[config.mk]
export PLATFORM = sky130hd
export DESIGN_NAME = pov_scan_ctrl
export DESIGN_NICKNAME = d
export VERILOG_FILES = /design/src/rtl/pov_pkg.sv /design/src/rtl/pov_period_meter.sv /design/src/rtl/pov_scan_ctrl.sv
export SDC_FILE = /design/constraint.sdc
export NUM_CORES = 1
export LEC_CHECK = 0
export ABC_AREA = 1
export BUFFER_PORTS_ARGS = -buffer_cell sky130_fd_sc_hd__buf_2
export CAP_MARGIN = 20
export CORE_UTILIZATION = 50
export CTS_CLUSTER_SIZE = 24
export DETAILED_ROUTE_END_ITERATION = 6
export PLACE_DENSITY = 0.77
export SLEW_MARGIN = 20
export SYNTH_ARGS = -nofsm -noshare
export SYNTH_HDL_FRONTEND = slang
export SYNTH_SLANG_ARGS = --single-unit
[constraint.sdc]
create_clock -name clk -period 7.6 [get_ports clk]
set_input_delay 0.76 -clock clk [delete_from_list [all_inputs] [get_ports clk]]
set_output_delay 0.76 -clock clk [all_outputs]
set_load 0.005 [all_outputs]
[src/rtl/pov_pkg.sv]
// Shared constants, FSM state type and frame slicing helper for the POV display sequencer.
package pov_pkg;

  localparam int unsigned NCHARS        = 11;
  localparam int unsigned CHAR_W        = 7;
  localparam int unsigned COLS_PER_CHAR = 6;
  localparam int unsigned TOTAL_COLS    = NCHARS * COLS_PER_CHAR;
  localparam int unsigned FRAME_W       = NCHARS * CHAR_W;
  localparam int unsigned CHAR_IDX_W    = $clog2(NCHARS);
  localparam int unsigned COL_IDX_W     = $clog2(COLS_PER_CHAR);
  localparam int unsigned PS_W          = $clog2(TOTAL_COLS);

  typedef enum logic [1:0] {
    IDLE    = 2'd0,
    MEASURE = 2'd1,
    DISPLAY = 2'd2
  } state_t;

  // Char 0 sits in the MSBs of the frame, char NCHARS-1 in the LSBs.
  function automatic logic [CHAR_W-1:0] char_at(input logic [FRAME_W-1:0]    frame,
                                                input logic [CHAR_IDX_W-1:0] i);
    return CHAR_W'(frame >> (CHAR_W * (NCHARS - 1 - 32'(i))));
  endfunction

endpackage

[src/rtl/pov_period_meter.sv]
// Revolution period meter: counts clocks/TOTAL_COLS between index pulses and
// holds the per-column slot length. The first index after reset or after a
// timeout only starts a measurement, so no bogus short period is judged.
module pov_period_meter
  import pov_pkg::*;
#(
  parameter int unsigned PERIOD_W   = 16,
  parameter int unsigned MIN_PERIOD = 4
) (
  input  logic                clk,
  input  logic                reset,
  input  logic                i_index,
  output logic [PERIOD_W-1:0] o_col_period,
  output logic [PERIOD_W-1:0] o_period_next_c,
  output logic                o_timeout_c,
  output logic                o_overspeed
);

  logic [PS_W-1:0]     r_ps;
  logic [PERIOD_W-1:0] r_meas;
  logic [PERIOD_W-1:0] r_col_period;
  logic                r_armed;
  logic                r_overspeed;

  logic                w_wrap;
  logic                w_sat;
  logic                w_judge;
  logic                w_ok;
  logic [PERIOD_W-1:0] w_meas_inc;

  // Measurement including the index cycle itself, and the period it would load.
  always_comb begin
    w_wrap     = (r_ps == PS_W'(TOTAL_COLS - 1));
    w_sat      = &r_meas;
    w_meas_inc = r_meas;
    if (w_wrap && !w_sat) w_meas_inc = r_meas + PERIOD_W'(1);
    w_judge         = i_index && r_armed && !w_sat;
    w_ok            = (w_meas_inc >= PERIOD_W'(MIN_PERIOD));
    o_period_next_c = r_col_period;
    if (w_judge && w_ok) o_period_next_c = w_meas_inc;
  end

  // Prescaler, saturating measurement, period load and sticky overspeed.
  always_ff @(posedge clk) begin
    if (reset) begin
      r_ps         <= '0;
      r_meas       <= '0;
      r_col_period <= '0;
      r_armed      <= 1'b0;
      r_overspeed  <= 1'b0;
    end else if (i_index) begin
      r_ps         <= '0;
      r_meas       <= '0;
      r_armed      <= 1'b1;
      r_col_period <= o_period_next_c;
      if (w_judge && !w_ok) r_overspeed <= 1'b1;
    end else begin
      r_ps   <= w_wrap ? '0 : r_ps + PS_W'(1);
      r_meas <= w_meas_inc;
      if (w_sat) r_armed <= 1'b0;
    end
  end

  assign o_col_period = r_col_period;
  assign o_timeout_c  = w_sat;
  assign o_overspeed  = r_overspeed;

endmodule

[src/rtl/pov_scan_ctrl.sv]
// POV display sequencer: double-buffers the entry string, measures the rotor
// and steps char/column addresses to the font ROM one slot per column.
// Build option: define POV_MIRROR_EN to scan chars and columns in reverse.
module pov_scan_ctrl
  import pov_pkg::*;
#(
  parameter int unsigned PERIOD_W   = 16,
  parameter int unsigned MIN_PERIOD = 4
) (
  input  logic                 clk,
  input  logic                 reset,
  input  logic [FRAME_W-1:0]   i_string,
  input  logic                 i_complete,
  input  logic                 i_change,
  input  logic                 i_index,
  output logic [CHAR_W-1:0]    o_char_code,
  output logic [COL_IDX_W-1:0] o_col_idx,
  output logic                 o_col_strobe,
  output logic                 o_blank,
  output logic                 o_overspeed
);

  state_t                r_state, w_state_n;
  logic [FRAME_W-1:0]    r_pend, w_pend_n;
  logic                  r_pend_valid, w_pend_valid_n;
  logic [FRAME_W-1:0]    r_frame, w_frame_n;
  logic                  r_frame_valid, w_frame_valid_n;
  logic [CHAR_IDX_W-1:0] r_char, w_char_n;
  logic [COL_IDX_W-1:0]  r_cidx, w_cidx_n;
  logic                  r_done, w_done_n;
  logic [PERIOD_W-1:0]   r_slot, w_slot_n;
  logic [CHAR_W-1:0]     r_char_code;
  logic [COL_IDX_W-1:0]  r_col_idx;
  logic                  r_strobe, w_strobe_n;
  logic                  r_blank, w_blank_n;
  logic                  w_start;
  logic [CHAR_IDX_W-1:0] w_out_char;
  logic [COL_IDX_W-1:0]  w_out_col;

  logic [PERIOD_W-1:0]   w_col_period;
  logic [PERIOD_W-1:0]   w_period_next;
  logic                  w_timeout;

  pov_period_meter #(
    .PERIOD_W   (PERIOD_W),
    .MIN_PERIOD (MIN_PERIOD)
  ) u_meter (
    .clk             (clk),
    .reset           (reset),
    .i_index         (i_index),
    .o_col_period    (w_col_period),
    .o_period_next_c (w_period_next),
    .o_timeout_c     (w_timeout),
    .o_overspeed     (o_overspeed)
  );

  // Next-state: buffers, FSM, slot timer and column stepping.
  always_comb begin
    w_state_n       = r_state;
    w_pend_n        = r_pend;
    w_pend_valid_n  = r_pend_valid;
    w_frame_n       = r_frame;
    w_frame_valid_n = r_frame_valid;
    w_char_n        = r_char;
    w_cidx_n        = r_cidx;
    w_done_n        = r_done;
    w_slot_n        = r_slot;
    w_strobe_n      = 1'b0;
    w_blank_n       = 1'b1;
    w_start         = 1'b0;

    // Index moves the old pending string; a same-cycle capture waits a revolution.
    if (i_index && r_pend_valid) begin
      w_frame_n       = r_pend;
      w_frame_valid_n = 1'b1;
      w_pend_valid_n  = 1'b0;
    end
    if (i_complete || i_change) begin
      w_pend_n       = i_string;
      w_pend_valid_n = 1'b1;
    end

    case (r_state)
      IDLE: begin
        if (i_index) w_state_n = MEASURE;
      end
      MEASURE: begin
        if (i_index && w_frame_valid_n && (w_period_next != '0)) begin
          w_state_n = DISPLAY;
          w_start   = 1'b1;
        end
      end
      DISPLAY: begin
        if (i_index) begin
          w_start = 1'b1;
        end else if (!r_done) begin
          w_blank_n = 1'b0;
          if (r_slot == '0) begin
            w_slot_n = w_col_period - PERIOD_W'(1);
            if (r_cidx == COL_IDX_W'(COLS_PER_CHAR - 1)) begin
              w_cidx_n = '0;
              if (r_char == CHAR_IDX_W'(NCHARS - 1)) begin
                w_done_n  = 1'b1;
                w_blank_n = 1'b1;
              end else begin
                w_char_n   = r_char + CHAR_IDX_W'(1);
                w_strobe_n = 1'b1;
              end
            end else begin
              w_cidx_n   = r_cidx + COL_IDX_W'(1);
              w_strobe_n = 1'b1;
            end
          end else begin
            w_slot_n = r_slot - PERIOD_W'(1);
          end
        end
      end
      default: w_state_n = IDLE;
    endcase

    if (w_start) begin
      w_char_n   = '0;
      w_cidx_n   = '0;
      w_done_n   = 1'b0;
      w_slot_n   = w_period_next - PERIOD_W'(1);
      w_strobe_n = 1'b1;
      w_blank_n  = 1'b0;
    end

    // A saturated meter means the rotor stopped; only an index in IDLE gets past it.
    if (w_timeout && !((r_state == IDLE) && i_index)) begin
      w_state_n  = IDLE;
      w_strobe_n = 1'b0;
      w_blank_n  = 1'b1;
    end

`ifdef POV_MIRROR_EN
    w_out_char = CHAR_IDX_W'(NCHARS - 1) - w_char_n;
    w_out_col  = COL_IDX_W'(COLS_PER_CHAR - 1) - w_cidx_n;
`else
    w_out_char = w_char_n;
    w_out_col  = w_cidx_n;
`endif
  end

  // State and output registers; ROM address only changes with a new column.
  always_ff @(posedge clk) begin
    if (reset) begin
      r_state       <= IDLE;
      r_pend        <= '0;
      r_pend_valid  <= 1'b0;
      r_frame       <= '0;
      r_frame_valid <= 1'b0;
      r_char        <= '0;
      r_cidx        <= '0;
      r_done        <= 1'b0;
      r_slot        <= '0;
      r_char_code   <= '0;
      r_col_idx     <= '0;
      r_strobe      <= 1'b0;
      r_blank       <= 1'b1;
    end else begin
      r_state       <= w_state_n;
      r_pend        <= w_pend_n;
      r_pend_valid  <= w_pend_valid_n;
      r_frame       <= w_frame_n;
      r_frame_valid <= w_frame_valid_n;
      r_char        <= w_char_n;
      r_cidx        <= w_cidx_n;
      r_done        <= w_done_n;
      r_slot        <= w_slot_n;
      r_strobe      <= w_strobe_n;
      r_blank       <= w_blank_n;
      if (w_strobe_n) begin
        r_char_code <= char_at(w_frame_n, w_out_char);
        r_col_idx   <= w_out_col;
      end
    end
  end

  assign o_char_code  = r_char_code;
  assign o_col_idx    = r_col_idx;
  assign o_col_strobe = r_strobe;
  assign o_blank      = r_blank;

endmodule

==> flow_metrics.tcl, run 1 <==
set metrics [dict create \
    fin_ws_ns 0.7085 \
    dp_hpwl_mm 27.25 \
    cts_tree "done" \
    worstPathArrival_ns 7.35 \
    die_height_um 168.6 \
    avgRoutedWirePerCell_um 14.56 \
    finalCritPeriodShare_pct 90.68 \
    grt_usage_pct 26.55 \
    numPortBuffers 94 \
    grt_pass1_wl_mm 62.71 \
    slew_violations 0 \
    vdd_ir_drop_max_mv 0.1611 \
    slew_headroom_pct 27.42 \
    drc 0 \
    synthCells 2222 \
    design_area_mm2 0.01536 \
    power.density_mw_per_mm2 223.9 \
    root_buffer "clkbuf_16" \
    criticalPathCategory "flop to flop" \
    clkTransAtPathRegs_ns 0.06 \
    fin_skew_ns 0.02472 \
    p_leak_uw 0.007576 \
    num_vias 14220 \
    syn_nets 2328 \
    vias_per_cell 5.419 \
    end_kind "flop" \
    synth_compound_area_share_pct 10.87 \
    final-hold-violation-count 0 \
    routed_wl_mm 38.21 \
    cts.sinks 235 \
    floorplan.rows 60 \
    clk_latency_ns 0.54 \
    first_pass_iters 6 \
    path_common_cell "nand2_1" \
    synth_seq_area_share_pct 33.88 \
    synth_area_mm2 0.01388 \
    synth_edf_count 0 \
    gp_congestion 0.9694 \
    numCtsBuffers 25 \
    start_util_pct 51.23 \
    ys_types 50 \
    synth_ff_type "dfxtp_1" \
    rsz0062_at_grt "false" \
    hold_class "flop to flop" \
    synth_top_family_by_area "simple AND/OR/NAND/NOR gates" \
    cts_setup_buffers 0 \
    die_w_um 168.6 \
    layout-drive-gt1-share_pct 8.925 \
    antenna_left 0 \
    ctsResizeCount 0 \
    diodes 0 \
    slowest_delay_ns 0.47 \
    core_area_mm2 0.02710 \
    required_ns 8.06 \
    max_freq_ghz 0.1451 \
    startpoint_type "flop" \
    synthAdderAreaFrac_pct 2.325 \
    post-route-min-period_ns 6.891 \
    grt-ovfl-total 0 \
    status "finished, final reports clean" \
    synthSimpleGateAreaFrac_pct 39.43 \
    avgSynthCellArea_um2 6.249 \
    place_ws_ns 0.6183 \
    cpMaxStageDelayCell "fa_1" \
    finalNetCount 2342 \
    grt_max_degree 94 \
    fin_setup_tns_ns 0 \
    tightest_slew_ns 1.085 \
    setup_viol 0 \
    async_flop_share_pct 0 \
    placed_area_mm2 0.01445 \
    dieArea_mm2 0.02844 \
    synth_most_common_cell "nand3_1" \
    drtIter0Drc 1450 \
    cap_viol_max_count 0 \
    synthMuxAreaShare_pct 0.2163 \
    grt_pass1_vias 12780 \
    synth_xor_area_share_pct 1.325 \
    clockBufferDepth 3 \
    yosysTopAreaCellShare_pct 33.88 \
    yosysTopAreaCell "dfxtp_1" \
    syn_to_final_growth_pct 10.63 \
    h-tree-depth 1 \
    ys_warn_count 0 \
    grt_antenna_before_repair 0 \
    ys_top_cells_by_area "dfxtp_1, nand3_1, nor2_1" \
    ios 95 \
    ys_ff_latch 235 \
    path_max_fanout 40 \
    ys_top_cells_by_count "nand3_1, nor2_1, nand2_1, inv_1, dfxtp_1" \
    hold_buffers 0 \
]
## cell type report
cell class / count / area (um^2)
clock buffer: 37 / 770.7
clock inverter: 6 / 86.33
fill: 2631 / 11740
inverter: 286 / 1081
multi-input combinational: 1573 / 7597
sequential: 235 / 4705
tap: 372 / 465.4
timing repair buffer: 115 / 655.6
## critical path: cells and delay by family, from the launching register on
| family | cells | cell delay [ns] |
|---|---|---|
| and+or+nand+nor | 30 | 3.58 |
| AOI/OAI and AO/OA | 6 | 0.89 |
| adders and majority gates | 4 | 1.40 |
| DFF | 1 | 0.38 |
| buffers and inverters | 3 | 0.53 |
## kinds of logic after synthesis
| group | count (synthesis) |
|---|---|
| compound gates | 280 |
| xor+xnor | 21 |
| fa+ha+maj | 24 |
| buf+inv | 416 |
| flops | 235 |
| mux | 3 |
| simple gates | 1243 |
## worst paths after layout
path,start,end,cells after the start,slack (ns)
worst max-delay path,u_meter.r_meas[0],o_char_code[5],43,0.71
worst min-delay path,r_frame_valid,r_frame_valid,2,0.46
worst max register to register,u_meter.r_meas[0],o_char_code[5],43,0.71
worst min register to register,r_frame_valid,r_frame_valid,2,0.46
## flip-flops by register name, summed over array words and instances (netlist names)
name                  count
r_frame                  77
r_pend                   77
r_slot                   16
u_meter.o_col_period     16
u_meter.r_meas           16
o_char_code               7
u_meter.r_ps              7
r_char                    4
o_col_idx                 3
r_cidx                    3
r_state                   2
o_blank                   1
o_col_strobe              1
r_done                    1
r_frame_valid             1
r_pend_valid              1
u_meter.o_overspeed       1
u_meter.r_armed           1
## metrics by stage
step	utilization [%]	hold WS, ns	cells	total power (uW)
3_5_place_dp	53.31	0.4539	2579	2191
2_1_floorplan	-	0.4358	2222	2001
3_3_place_gp	53.31	0.4435	2579	2176
4_1_cts	56.48	0.4542	2622	3450
5_1_grt	56.68	0.4795	2624	3636
6_report	56.68	0.4610	2624	3440
## placed cells by master, fill, tap and decap left out, types with 7 or more instances in the layout
master and count:
xor2_1 15, dfxtp_1 235, o21ai_0 184, o21ai_1 15, buf_4 20, nand4_1 15
inv_2 7, a21oi_1 40, nand2_1 348, nand2_2 8, a31oi_1 10, buf_2 93
clkbuf_8 10, nand3_1 486, ha_1 21, nor2_1 349, inv_1 271, clkbuf_16 25
o211ai_1 12
## power by group
| part | leakage [uW] | internal (uW) | switching [uW] | total (uW) |
|---|---|---|---|---|
| sequential | 0.00193 | 1330 | 45.4 | 1380 |
| combinational | 0.00522 | 269 | 533 | 803 |
| clock | 0.000423 | 764 | 495 | 1260 |
## per-layer routing
| metal | part of all wire (%) | wire length, um | up-vias | global-route usage, % |
|---|---|---|---|---|
| li1 | - | - | 7226 | - |
| met3 | 6.9 | 2654 | 73 | 3.016 |
| met4 | 2.6 | 988 | 0 | 7.312 |
| met5 | 0 | 0 | - | 0 |
| met2 | 45 | 17080 | 529 | 42.36 |
| met1 | 46 | 17490 | 6392 | 37.80 |
(Power assumes the default switching activity.)
==> run 2, diff against run 1 <==
- BUFFER_PORTS_ARGS: -buffer_cell sky130_fd_sc_hd__buf_2 -> -buffer_cell sky130_fd_sc_hd__buf_4
==> flow_metrics.tcl, run 2 (synthesis gave the netlist of run 1 again) <==
set metrics [dict create \
    status "finished, final reports clean" \
    final_common_cell "nand3_1" \
    drc 0 \
    drtIter0Drc 1307 \
    power.density_mw_per_mm2 223.7 \
    start_util_pct 51.23 \
    setup_viol 0 \
    layout-drive-gt1-share_pct 8.954 \
    antenna_left 0 \
    post-route-min-period_ns 7.007 \
    hold_ws_ns 0.4679 \
    grt_antenna_before_repair 0 \
    finalNetCount 2344 \
    cpMaxStageDelayCell "nor2_1" \
    required_ns 8.02 \
    regArea_mm2 0.004705 \
    grt-ovfl-total 0 \
    tightest_slew_ns 1.017 \
    dp_hpwl_mm 28.42 \
    syn_to_final_growth_pct 12.64 \
    numPortBuffers 94 \
    grt_usage_pct 27.12 \
    gp_congestion 0.9245 \
    fin_ws_ns 0.5930 \
    root_buffer "clkbuf_16" \
    diodes 0 \
    dp_cells 2580 \
    clockBufferDepth 3 \
    num_vias 14300 \
    cap_viol_max_count 0 \
    numCtsBuffers 25 \
    end_kind "flop" \
    hold_class "flop to flop" \
    cts.sinks 235 \
    cts_setup_buffers 0 \
    avgRoutedWirePerCell_um 14.99 \
    final-hold-violation-count 0 \
    dieArea_mm2 0.02844 \
    ios 95 \
    slew_violations 0 \
    vdd_ir_drop_max_mv 0.1584 \
    fill_cells 2630 \
    first_pass_iters 6 \
    startpoint_type "flop" \
    die_w_um 168.6 \
    clkTransAtPathRegs_ns 0.06 \
    slew_headroom_pct 31.93 \
    clk_latency_ns 0.53 \
    routed_wl_mm 39.40 \
    slowest_delay_ns 0.80 \
    r2r_setup_slack_ns 0.59 \
    grt_pass1_vias 12970 \
    core_area_mm2 0.02710 \
    die_height_um 168.6 \
    r2r_cells 41 \
    mostFrequentLayoutCells "nand3_1, nor2_1, nand2_1" \
    worstPathArrival_ns 7.43 \
    floorplan.rows 60 \
    design_area_mm2 0.01564 \
    placed_area_mm2 0.01470 \
    fin_setup_tns_ns 0 \
    p_leak_uw 0.007658 \
    path_common_cell "nand2_1" \
    path_max_fanout 59 \
    finalCritPeriodShare_pct 92.20 \
    rsz0062_at_grt "false" \
    fin_skew_ns 0.01160 \
    h-tree-depth 1 \
    min_path_cells 2 \
    critPathTopFamily "simple AND/OR/NAND/NOR gates" \
    place_ws_ns 0.4993 \
    critical_path_cell_count 41 \
    cts_tree "done" \
    max_freq_ghz 0.1427 \
    grt_max_degree 84 \
    fin_cells 2628 \
    multiInputGateArea_mm2 0.007604 \
    grt_pass1_wl_mm 63.69 \
    criticalPathCategory "flop to flop" \
    cp_num_buf_inv 7 \
    largest_registers "r_frame: 77 flops, r_pend: 77 flops" \
    vias_per_cell 5.443 \
]
-- run 2: cell count changes in the layout (fill, tap and decap cells not counted), sizes merged --
cell	change
buf	+1
clkbuf	-3
bufinv	+2
nor2	-1
nand2	+2
clkinvlp	+1
clkinv	+2
-- run 2: tightest hold or removal path: stages (launching register included) --
cell	delay, ns
dfxtp_1	0.29
inv_1	0.07
a21oi_1	0.06
-- run 2: path summary, 6_finish.rpt --
kind / from / endpoint
max: u_meter.r_ps[0] / o_char_code[3]
min: r_frame_valid / r_frame_valid
max reg2reg: u_meter.r_ps[0] / o_char_code[3]
min reg2reg: r_frame_valid / r_frame_valid
-- run 2: cell type report --
cell class | count | area share, %
timing repair buffer | 116 | 5.808
sequential | 235 | 30.08
inverter | 286 | 6.912
clock inverter | 11 | 1.072
multi-input combinational | 1574 | 48.62
tap | 372 | 2.976
clock buffer | 34 | 4.536
-- run 2: power by group --
group	switching, uW	internal (uW)	total, uW
registers	45.6	1330	1380
logic	534	286	820
clock network	509	790	1300
-- run 2: timing repair --
item,4_1_cts,5_1_grt
hold buffers,0,0
gates resized for setup,0,6
setup endpoints to repair,0,7
-- run 2: per-stage QoR --
stage	power (uW)	utilization, %
CTS	3511	57.48
detailed placement	2208	54.25
floorplan	2001	-
finish	3498	57.71
global route	3687	57.71
global placement	2193	54.16
-- run 2: per-layer routing --
metal | GRT usage [%] | wire length (um) | up-vias
met2 | 44.51 | 17900 | 505
met3 | 3.437 | 2549 | 74
met5 | 0 | 0 | -
met1 | 37.37 | 17970 | 6491
met4 | 7.510 | 978 | 0
li1 | - | - | 7233
==> run 3, diff against run 2 <==
- SYNTH_HIERARCHICAL: not set -> 1
==> flow_metrics.tcl, run 3 <==
set metrics [dict create \
    start_util_pct 50.78 \
    grt_usage_pct 26.15 \
    dp_hpwl_mm 27.72 \
    first_pass_iters 7 \
    clockBufferDepth 3 \
    avgSynthCellArea_um2 6.329 \
    layout-drive-gt1-share_pct 11.96 \
    antenna_left 0 \
    grt-ovfl-total 0 \
    ys_ff_latch 235 \
    syn_to_final_growth_pct 12.49 \
    dieArea_mm2 0.02984 \
    final-hold-violation-count 0 \
    slew_violations 0 \
    slowest_delay_ns 0.41 \
    criticalPathCategory "flop to flop" \
    post-route-util_pct 57.13 \
    grt_max_degree 103 \
    root_buffer "clkbuf_16" \
    cts.sinks 235 \
    mostFrequentLayoutCells "nand3_1, nand2_1, nor2_1" \
    drc 4 \
    synth_ff_type "dfxtp_1" \
    finalNetCount 2427 \
    post-route-min-period_ns 7.098 \
    synthSimpleGateAreaFrac_pct 41.38 \
    grt_pass1_wl_mm 65.80 \
    cts_tree "done" \
    synthAdderAreaFrac_pct 2.215 \
    power.density_mw_per_mm2 270.7 \
    design_area_mm2 0.01640 \
    drtIter0Drc 1600 \
    numPortBuffers 94 \
    end_kind "flop" \
    core_area_mm2 0.02870 \
    grt_antenna_before_repair 0 \
    required_ns 8.07 \
    path_common_cell "nand2_1" \
    synth_xor_area_share_pct 0.9013 \
    synth_compound_area_share_pct 10.25 \
    vias_per_cell 5.524 \
    routed_wl_mm 40.81 \
    h-tree-depth 1 \
    floorplan.rows 62 \
    synthCells 2303 \
    status "finished with violations" \
    diodes 0 \
    numCtsBuffers 26 \
    worstPathArrival_ns 7.56 \
    violations "design-rule violations" \
    fill_cells 2786 \
    grt_pass1_vias 13760 \
    path_max_fanout 51 \
    synth_most_common_cell "nand3_1" \
    async_flop_share_pct 0 \
    yosysTopAreaCellShare_pct 32.27 \
    fin_skew_ns 0.01349 \
    yosysTopAreaCell "dfxtp_1" \
    synth_seq_area_share_pct 32.27 \
    cap_viol_max_count 0 \
    gp_congestion 0.9692 \
    synth_area_mm2 0.01458 \
    synthMuxAreaShare_pct 0.4807 \
    max_freq_ghz 0.1409 \
    cpMaxStageDelayCell "dfxtp_1" \
    synth_edf_count 0 \
    setup_viol 0 \
    die_height_um 172.7 \
    tightest_slew_ns 1.079 \
    multiInputGateArea_mm2 0.008145 \
    die_w_um 172.7 \
    hold_class "input port to flop" \
    clkTransAtPathRegs_ns 0.06 \
    ios 95 \
    regArea_mm2 0.004705 \
    ys_types 55 \
    avgRoutedWirePerCell_um 14.98 \
    vdd_ir_drop_max_mv 0.2178 \
    ys_top_cells_by_count "nand3_1, nand2_1, nor2_1, inv_1, dfxtp_1" \
    slew_headroom_pct 27.79 \
    placed_area_mm2 0.01533 \
    dp_cells 2664 \
    fin_cells 2725 \
    p_leak_uw 0.008161 \
    final_common_cell "nand3_1" \
    ys_top_cells_by_area "dfxtp_1, nand3_1, nand2_1" \
    largest_registers "r_frame: 77 flops, r_pend: 77 flops" \
    synth_top_family_by_area "simple AND/OR/NAND/NOR gates" \
    ys_warn_count 6 \
    startpoint_type "flop" \
    finalCritPeriodShare_pct 93.39 \
    num_vias 15050 \
    clk_latency_ns 0.55 \
    syn_nets 2409 \
]
## run 3: metal layers
layer,global-route usage [%],routed length [um],vias to the layer above,share of wire (%)
li1,-,-,7522,-
met1,34.50,17800,6889,44
met2,44.29,19050,553,47
met3,3.056,2786,89,6.8
met4,8.813,1163,0,2.9
met5,0,0,-,0
## run 3: worst max-delay path: cells and delay by family, from the launching register on
family                     cells  cell delay [ns]
buffers and inverters          9             1.10
AOI/OAI and AO/OA              5             0.86
DFF                            1             0.41
xor gates and xnor gates       2             0.32
adders and majority gates      3             0.86
and+or+nand+nor               35             3.42
## run 3: worst paths after layout
path                            start             endpoint  slack [ns]  cells after the start
hold / removal           i_string[76]           r_pend[76]        0.45                      3
setup / recovery    u_meter/r_meas[0]       o_char_code[4]        0.50                     54
setup reg to reg    u_meter/r_meas[0]       o_char_code[4]        0.50                     54
hold reg to reg   u_meter/o_overspeed  u_meter/o_overspeed        0.45                      2
## run 3: cell families (layout without fill, tap and decap cells)
| family | count (synthesis) | count (layout) |
|---|---|---|
| AOI/OAI and AO/OA | 275 | 275 |
| muxes | 7 | 7 |
| and+or+nand+nor | 1301 | 1304 |
| DFF | 235 | 235 |
| buffers and inverters | 446 | 481 |
| xor gates and xnor gates | 15 | 15 |
| adders and majority gates | 24 | 24 |
## run 3: cell type report
type	instances	share of cell area (%)
timing repair inverter	1	0.03815
multi-input combinational	1625	49.68
clock buffer	32	4.166
sequential	235	28.69
inverter	306	7.066
tap	384	2.930
timing repair buffer	126	6.150
clock inverter	16	1.282
## run 3: where the power goes
| part | switching [uW] | internal, uW | total (uW) | leakage [uW] |
|---|---|---|---|---|
| logic | 1140 | 585 | 1720 | 0.00579 |
| clock network | 538 | 782 | 1320 | 0.000442 |
| registers | 58.4 | 1330 | 1390 | 0.00193 |
## run 3: repair_timing
item                       in CTS  in global routing
setup endpoints to repair       2                  7
setup buffers                   0                  8
gates resized for setup         1                 12
gates cloned                    0                  5
pin swaps                       0                  4
hold buffers                    0                  0
## run 3: through the flow
step           hold WS (ns)  total power, uW  worst slack, ns  TNS (ns)
2_1_floorplan        0.4358             2636            1.258         0
3_3_place_gp         0.4412             3065           0.3361         0
3_5_place_dp         0.4459             3089          0.04847         0
4_1_cts              0.4373             4414           0.1720         0
5_1_grt              0.4666             4716         -0.03079  -0.03556
6_report             0.4511             4438           0.5024         0
